--- src/rtl/sram_bloom_aging_pkg.sv ---
// Shared definitions for the Bloom filter counter aging sweep: FSM state encoding
// and the per-lane logical right shift also used by the Bloom filter update path.
package sram_bloom_aging_pkg;

  typedef enum logic [1:0] {
    IDLE,
    RD,
    RDW,
    WR
  } aging_state_e;

  // Widest SRAM word the shift helper supports; callers zero-extend into it.
  localparam int unsigned LANE_SHIFT_MAX_W = 128;
  localparam int unsigned LANE_SHIFT_IDX_W = $clog2(LANE_SHIFT_MAX_W);

  // Each lane of data_w/lane_w lanes is shifted right by shift with zero fill;
  // bits never cross a lane boundary.
  function automatic logic [LANE_SHIFT_MAX_W-1:0] lane_shift(
    input logic [LANE_SHIFT_MAX_W-1:0] data,
    input int unsigned                 data_w,
    input int unsigned                 lane_w,
    input int unsigned                 shift
  );
    logic [LANE_SHIFT_MAX_W-1:0] res;
    res = '0;
    for (int unsigned i = 0; i < data_w; i++) begin
      if ((i % lane_w) + shift < lane_w) begin
        res[i[LANE_SHIFT_IDX_W-1:0]] = data[LANE_SHIFT_IDX_W'(i + shift)];
      end
    end
    return res;
  endfunction

endpackage

--- src/rtl/sram_bloom_aging_timer.sv ---
// Sweep trigger: free-running period down-counter plus a single-bit pending latch
// that merges timer and software triggers.
module aging_timer #(
  parameter int unsigned PERIOD = 1 << 20
) (
  input  logic clk,
  input  logic reset,
  input  logic start,
  input  logic clear,
  output logic pending
);

  localparam int unsigned TW = $clog2(PERIOD);

  logic [TW-1:0] timer_q, timer_d;
  logic          pending_q, pending_d;
  logic          fire;

  // A trigger arriving in the same cycle as clear is kept as the next queued sweep.
  always_comb begin
    fire      = (timer_q == '0);
    timer_d   = fire ? TW'(PERIOD - 1) : timer_q - TW'(1);
    pending_d = (pending_q & ~clear) | fire | start;
  end

  always_ff @(posedge clk) begin
    if (reset) begin
      timer_q   <= TW'(PERIOD - 1);
      pending_q <= 1'b0;
    end else begin
      timer_q   <= timer_d;
      pending_q <= pending_d;
    end
  end

  assign pending = pending_q;

endmodule

--- src/rtl/sram_bloom_aging.sv ---
// Periodic read-modify-write sweep that ages Bloom filter counters in SRAM.
// Optional SRAM_AGING_SKIP_ZERO_EN: all-zero words are not written back.
module sram_bloom_aging
  import sram_bloom_aging_pkg::*;
#(
  parameter int unsigned SRAM_ADDR_WIDTH = 19,
  parameter int unsigned SRAM_DATA_WIDTH = 36,
  parameter int unsigned LANE_WIDTH      = 9,
  parameter int unsigned SHIFT           = 1,
  parameter int unsigned BASE_ADDR       = 0,
  parameter int unsigned NUM_WORDS       = 1024,
  parameter int unsigned PERIOD          = 1 << 20
) (
  input  logic                       clk,
  input  logic                       reset,
  input  logic                       enable,
  input  logic                       start,
  output logic                       rd_req,
  output logic [SRAM_ADDR_WIDTH-1:0] rd_addr,
  input  logic                       rd_ack,
  input  logic                       rd_vld,
  input  logic [SRAM_DATA_WIDTH-1:0] rd_data,
  output logic                       wr_req,
  output logic [SRAM_ADDR_WIDTH-1:0] wr_addr,
  output logic [SRAM_DATA_WIDTH-1:0] wr_data,
  input  logic                       wr_ack,
  output logic                       busy,
  output logic                       sweep_done
);

  localparam int unsigned AW = SRAM_ADDR_WIDTH;
  localparam int unsigned DW = SRAM_DATA_WIDTH;
  localparam int unsigned CW = $clog2(NUM_WORDS + 1);

  aging_state_e            state_q, state_d;
  logic [AW-1:0]           addr_q, addr_d;
  logic [CW-1:0]           cnt_q, cnt_d;
  logic [DW-1:0]           data_q, data_d;
  logic                    done_q, done_d;
  logic                    pending;
  logic                    clear_pending;
  logic                    last_word;
  logic                    word_done;
  logic [LANE_SHIFT_MAX_W-1:0] shifted;

  aging_timer #(
    .PERIOD(PERIOD)
  ) u_timer (
    .clk    (clk),
    .reset  (reset),
    .start  (start),
    .clear  (clear_pending),
    .pending(pending)
  );

  if (DW < LANE_SHIFT_MAX_W) begin : g_shift_hi
    logic unused_shift_hi;
    assign unused_shift_hi = ^shifted[LANE_SHIFT_MAX_W-1:DW];
  end

  always_comb begin
    state_d       = state_q;
    addr_d        = addr_q;
    cnt_d         = cnt_q;
    data_d        = data_q;
    done_d        = 1'b0;
    clear_pending = 1'b0;
    word_done     = 1'b0;
    rd_req        = 1'b0;
    wr_req        = 1'b0;
    last_word     = (cnt_q == CW'(NUM_WORDS - 1));
    shifted       = lane_shift(LANE_SHIFT_MAX_W'(rd_data), DW, LANE_WIDTH, SHIFT);

    case (state_q)
      IDLE: begin
        if (pending && enable) begin
          clear_pending = 1'b1;
          addr_d        = AW'(BASE_ADDR);
          cnt_d         = '0;
          state_d       = RD;
        end
      end
      RD: begin
        // Request drops in the grant cycle so the arbiter never grants twice.
        rd_req = ~rd_ack;
        if (rd_ack) state_d = RDW;
      end
      RDW: begin
        if (rd_vld) begin
          data_d  = shifted[DW-1:0];
          state_d = WR;
`ifdef SRAM_AGING_SKIP_ZERO_EN
          if (rd_data == '0) word_done = 1'b1;
`endif
        end
      end
      WR: begin
        wr_req = ~wr_ack;
        if (wr_ack) word_done = 1'b1;
      end
      default: state_d = IDLE;
    endcase

    if (word_done) begin
      if (last_word) begin
        done_d  = 1'b1;
        state_d = IDLE;
      end else begin
        addr_d  = addr_q + AW'(1);
        cnt_d   = cnt_q + CW'(1);
        state_d = RD;
      end
    end
  end

  always_ff @(posedge clk) begin
    if (reset) begin
      state_q <= IDLE;
      addr_q  <= '0;
      cnt_q   <= '0;
      data_q  <= '0;
      done_q  <= 1'b0;
    end else begin
      state_q <= state_d;
      addr_q  <= addr_d;
      cnt_q   <= cnt_d;
      data_q  <= data_d;
      done_q  <= done_d;
    end
  end

  assign rd_addr    = addr_q;
  assign wr_addr    = addr_q;
  assign wr_data    = data_q;
  assign busy       = (state_q != IDLE);
  assign sweep_done = done_q;

endmodule
--- config.mk ---
export PLATFORM = sky130hd
export DESIGN_NAME = sram_bloom_aging
export DESIGN_NICKNAME = d
export VERILOG_FILES = /design/src/rtl/sram_bloom_aging_pkg.sv /design/src/rtl/sram_bloom_aging_timer.sv /design/src/rtl/sram_bloom_aging.sv
export SDC_FILE = /design/constraint.sdc
export NUM_CORES = 1
export LEC_CHECK = 0
export ABC_AREA = 1
export CORE_ASPECT_RATIO = 1.25
export CORE_UTILIZATION = 48
export CTS_CLUSTER_DIAMETER = 80
export CTS_CLUSTER_SIZE = 28
export DETAILED_ROUTE_END_ITERATION = 16
export PLACE_DENSITY = 0.82
export SYNTH_ARGS = -nofsm -noshare
export SYNTH_HDL_FRONTEND = slang
export SYNTH_HIERARCHICAL = 1
export SYNTH_SLANG_ARGS = --single-unit
--- constraint.sdc ---
create_clock -name clk -period 1.7 [get_ports clk]
set_input_delay 0.34 -clock clk [delete_from_list [all_inputs] [get_ports clk]]
set_output_delay 0.34 -clock clk [all_outputs]
set_load 0.005 [all_outputs]
==> flow_metrics.tcl <==
set metrics [dict create \
    synth_top_area_share_pct 39.7 \
    grt_pass1_wl_um 17000 \
    drt_iter0_drc 242 \
    min_period_ps 1650 \
    slowest_stage "clkdlybuf4s50_1" \
    synth_edf_count 0 \
    start_kind "flip-flop" \
    cts-root-buf "clkbuf_8" \
    postLayoutCellArea_sq_mm 0.00588 \
    antenna_cells 0 \
    hp-class "reg2reg" \
    whs_path_depth 1 \
    critPathCaptureType "primary output" \
    reg2reg_depth 10 \
    rows 38 \
    critical-path-top-delay-family "buffers and inverters" \
    power_mw 5.15 \
    ios 121 \
    grt-ovfl-total 0 \
    totalWireLength_um 10300 \
    finalCritPeriodShare_pct 96.9 \
    crit-reg2reg-launch "cnt_q[1]" \
    final_antenna_net_count 0 \
    yosysMostFrequentCell "nor2_1" \
    synth.distinct_cells 37 \
    p_per_area_mw_per_mm2 875 \
    vias 4209 \
    nets 773 \
    place_hpwl_um 7670 \
    fp.coreArea_sq_mm 0.00875 \
    reg2reg_to "cnt_q[5]" \
    io_buffer_count 112 \
    async_flop_share_pct 0 \
    max_freq_mhz 607 \
    synth_ff_type "dfxtp_1" \
    die-area_sq_mm 0.00943 \
    clock_sinks 86 \
    hold_ws_ps 411 \
    maxCapViolCount 0 \
    ys_seq_area_share_pct 39.7 \
    peakVddDrop_mv 0.849 \
    dp.cells 826 \
    antenna_found_initial 0 \
    setup_tns_ps 0 \
    cts_tree "done" \
    drive_gt1_share_pct 16.6 \
    initial_utilization_pct 49.6 \
    rrSetupSlack_ps 70 \
    cp.required_ps 1360 \
    synth_area_leaders "dfxtp_1, nor2_1, nand2_1" \
    rsz0062_at_grt "yes" \
    setup_violations 0 \
    syn_area_sq_mm 0.00434 \
    slowest_delay_ps 530 \
    vias_per_cell 4.98 \
    wire_per_inst_um 12.2 \
    skew_ps 5.04 \
    numCtsBuffers 9 \
    synth-seq-cells 86 \
    post-route-util_pct 67.2 \
    fill_cells 731 \
    gp_congestion 0.834 \
    drc 0 \
    hold_violations 0 \
    post-place-ws_ps -78.5 \
    path_class "reg2out" \
    critPathArrivalTime_ps 1310 \
    grt_pass1_vias 3897 \
    drt-pass1-iter-count 4 \
    netlist_instances 608 \
    clock_latency_ps 360 \
    p_leak_nw 2.34 \
    hold_end "u_timer/timer_q[0]" \
    fin_ws_ps 53.3 \
    cts.clk_slew.worst_paths_ps 80 \
    layout.cells.non_filler 845 \
    synth_warnings 6 \
    h-tree-depth 3 \
    slew_violations 0 \
    crit_chain "clkdlybuf4s50_1" \
    die_h_um 108 \
    cts_hold_buf 0 \
    grt_use_total_pct 22.7 \
    synth_area_per_cell_sq_um 7.14 \
    worst-path-buf-inv 1 \
    area_growth_pct 35.4 \
    grt_max_degree 33 \
    die_w_um 87.1 \
    status "complete, no violations" \
    cts_buffer_depth 2 \
    synth_common_cells "nor2_1, nand2_1, dfxtp_1" \
    synth_largest_area_cell "dfxtp_1" \
    cp_max_fo 6 \
    placed_area_sq_mm 0.00559 \
    min_from "u_timer/timer_q[0]" \
]
sequential cells by signal, summed over array words and instances (netlist names):
| register | flops |
|---|---|
| u_timer/pending | 1 |
| sweep_done | 1 |
| u_timer/timer_q | 20 |
| rd_addr | 19 |
| wr_data | 32 |
| cnt_q | 11 |
| state_q | 2 |
cell families (layout without fill, tap and decap cells):
logic type,count (synthesis),in the layout,synth area share [%]
compound gates,71,71,8.76
xor+xnor,7,7,1.41
fa+ha+maj,10,10,2.88
buf+inv,96,210,11.4
flops,86,86,39.7
other cells,1,4,0.0864
simple gates,337,337,35.8
timing repair:
| item | CTS | global route |
|---|---|---|
| gates cloned | 0 | 0 |
| buffers inserted | 1 | 2 |
| resized for setup | 13 | 29 |
| pin swaps | 1 | 2 |
| endpoints found under the setup margin | 5 | 51 |
cell usage in the layout (no fill, tap or decap), types with 3 or more instances in the layout:
master	count
nor2_1	133
clkdlybuf4s50_1	107
nand2_1	104
dfxtp_1	68
inv_1	51
o21ai_0	47
nand3_1	26
buf_4	18
dfxtp_2	17
nand2_2	14
a21oi_1	14
nand3_2	14
nor2_2	11
nor3_1	9
clkbuf_8	9
nand4_1	8
ha_1	8
buf_12	6
xnor2_1	5
inv_2	4
nor3b_1	4
conb_1	4
nand3b_1	4
or2_2	3
nor3_2	3
cell type report:
| class | instances | area, sq um | share of cell area (%) |
|---|---|---|---|
| clock buffer | 10 | 128 | 2.17 |
| clock inverter | 6 | 86.3 | 1.47 |
| inverter | 56 | 213 | 3.62 |
| multi-input combinational | 429 | 2170 | 36.9 |
| sequential | 86 | 1750 | 29.7 |
| tap | 120 | 150 | 2.55 |
| timing repair buffer | 138 | 1390 | 23.6 |
worst max-delay path by stage:
stage,from,end,slack [ps],depth (start not counted)
5_1_grt,cnt_q[1],rd_addr[5],-40,10
4_1_cts,rd_addr[17],rd_addr[17],0.9,1
3_5_place_dp,wr_ack,rd_addr[17],-80,9
3_3_place_gp,rd_ack,rd_req,-80,5
2_1_floorplan,state_q[0],cnt_q[7],230,8
6_report,rd_addr[7],wr_addr[7],50,1
layer usage:
layer | routed length [um] | global-route usage (%) | vias to the layer above
met5 | 0 | 0 | -
met4 | 212 | 11.1 | 0
met3 | 417 | 3.21 | 18
met2 | 5610 | 40.7 | 106
met1 | 4110 | 26.2 | 1952
li1 | - | - | 2133
power breakdown:
| group | switching (mW) | total [mW] | internal (mW) |
|---|---|---|---|
| clock | 0.730 | 1.56 | 0.825 |
| combinational | 0.621 | 1.30 | 0.680 |
| sequential | 0.103 | 2.29 | 2.19 |
| total | 1.45 | 5.15 | 3.69 |
(Power assumes the default switching activity.)
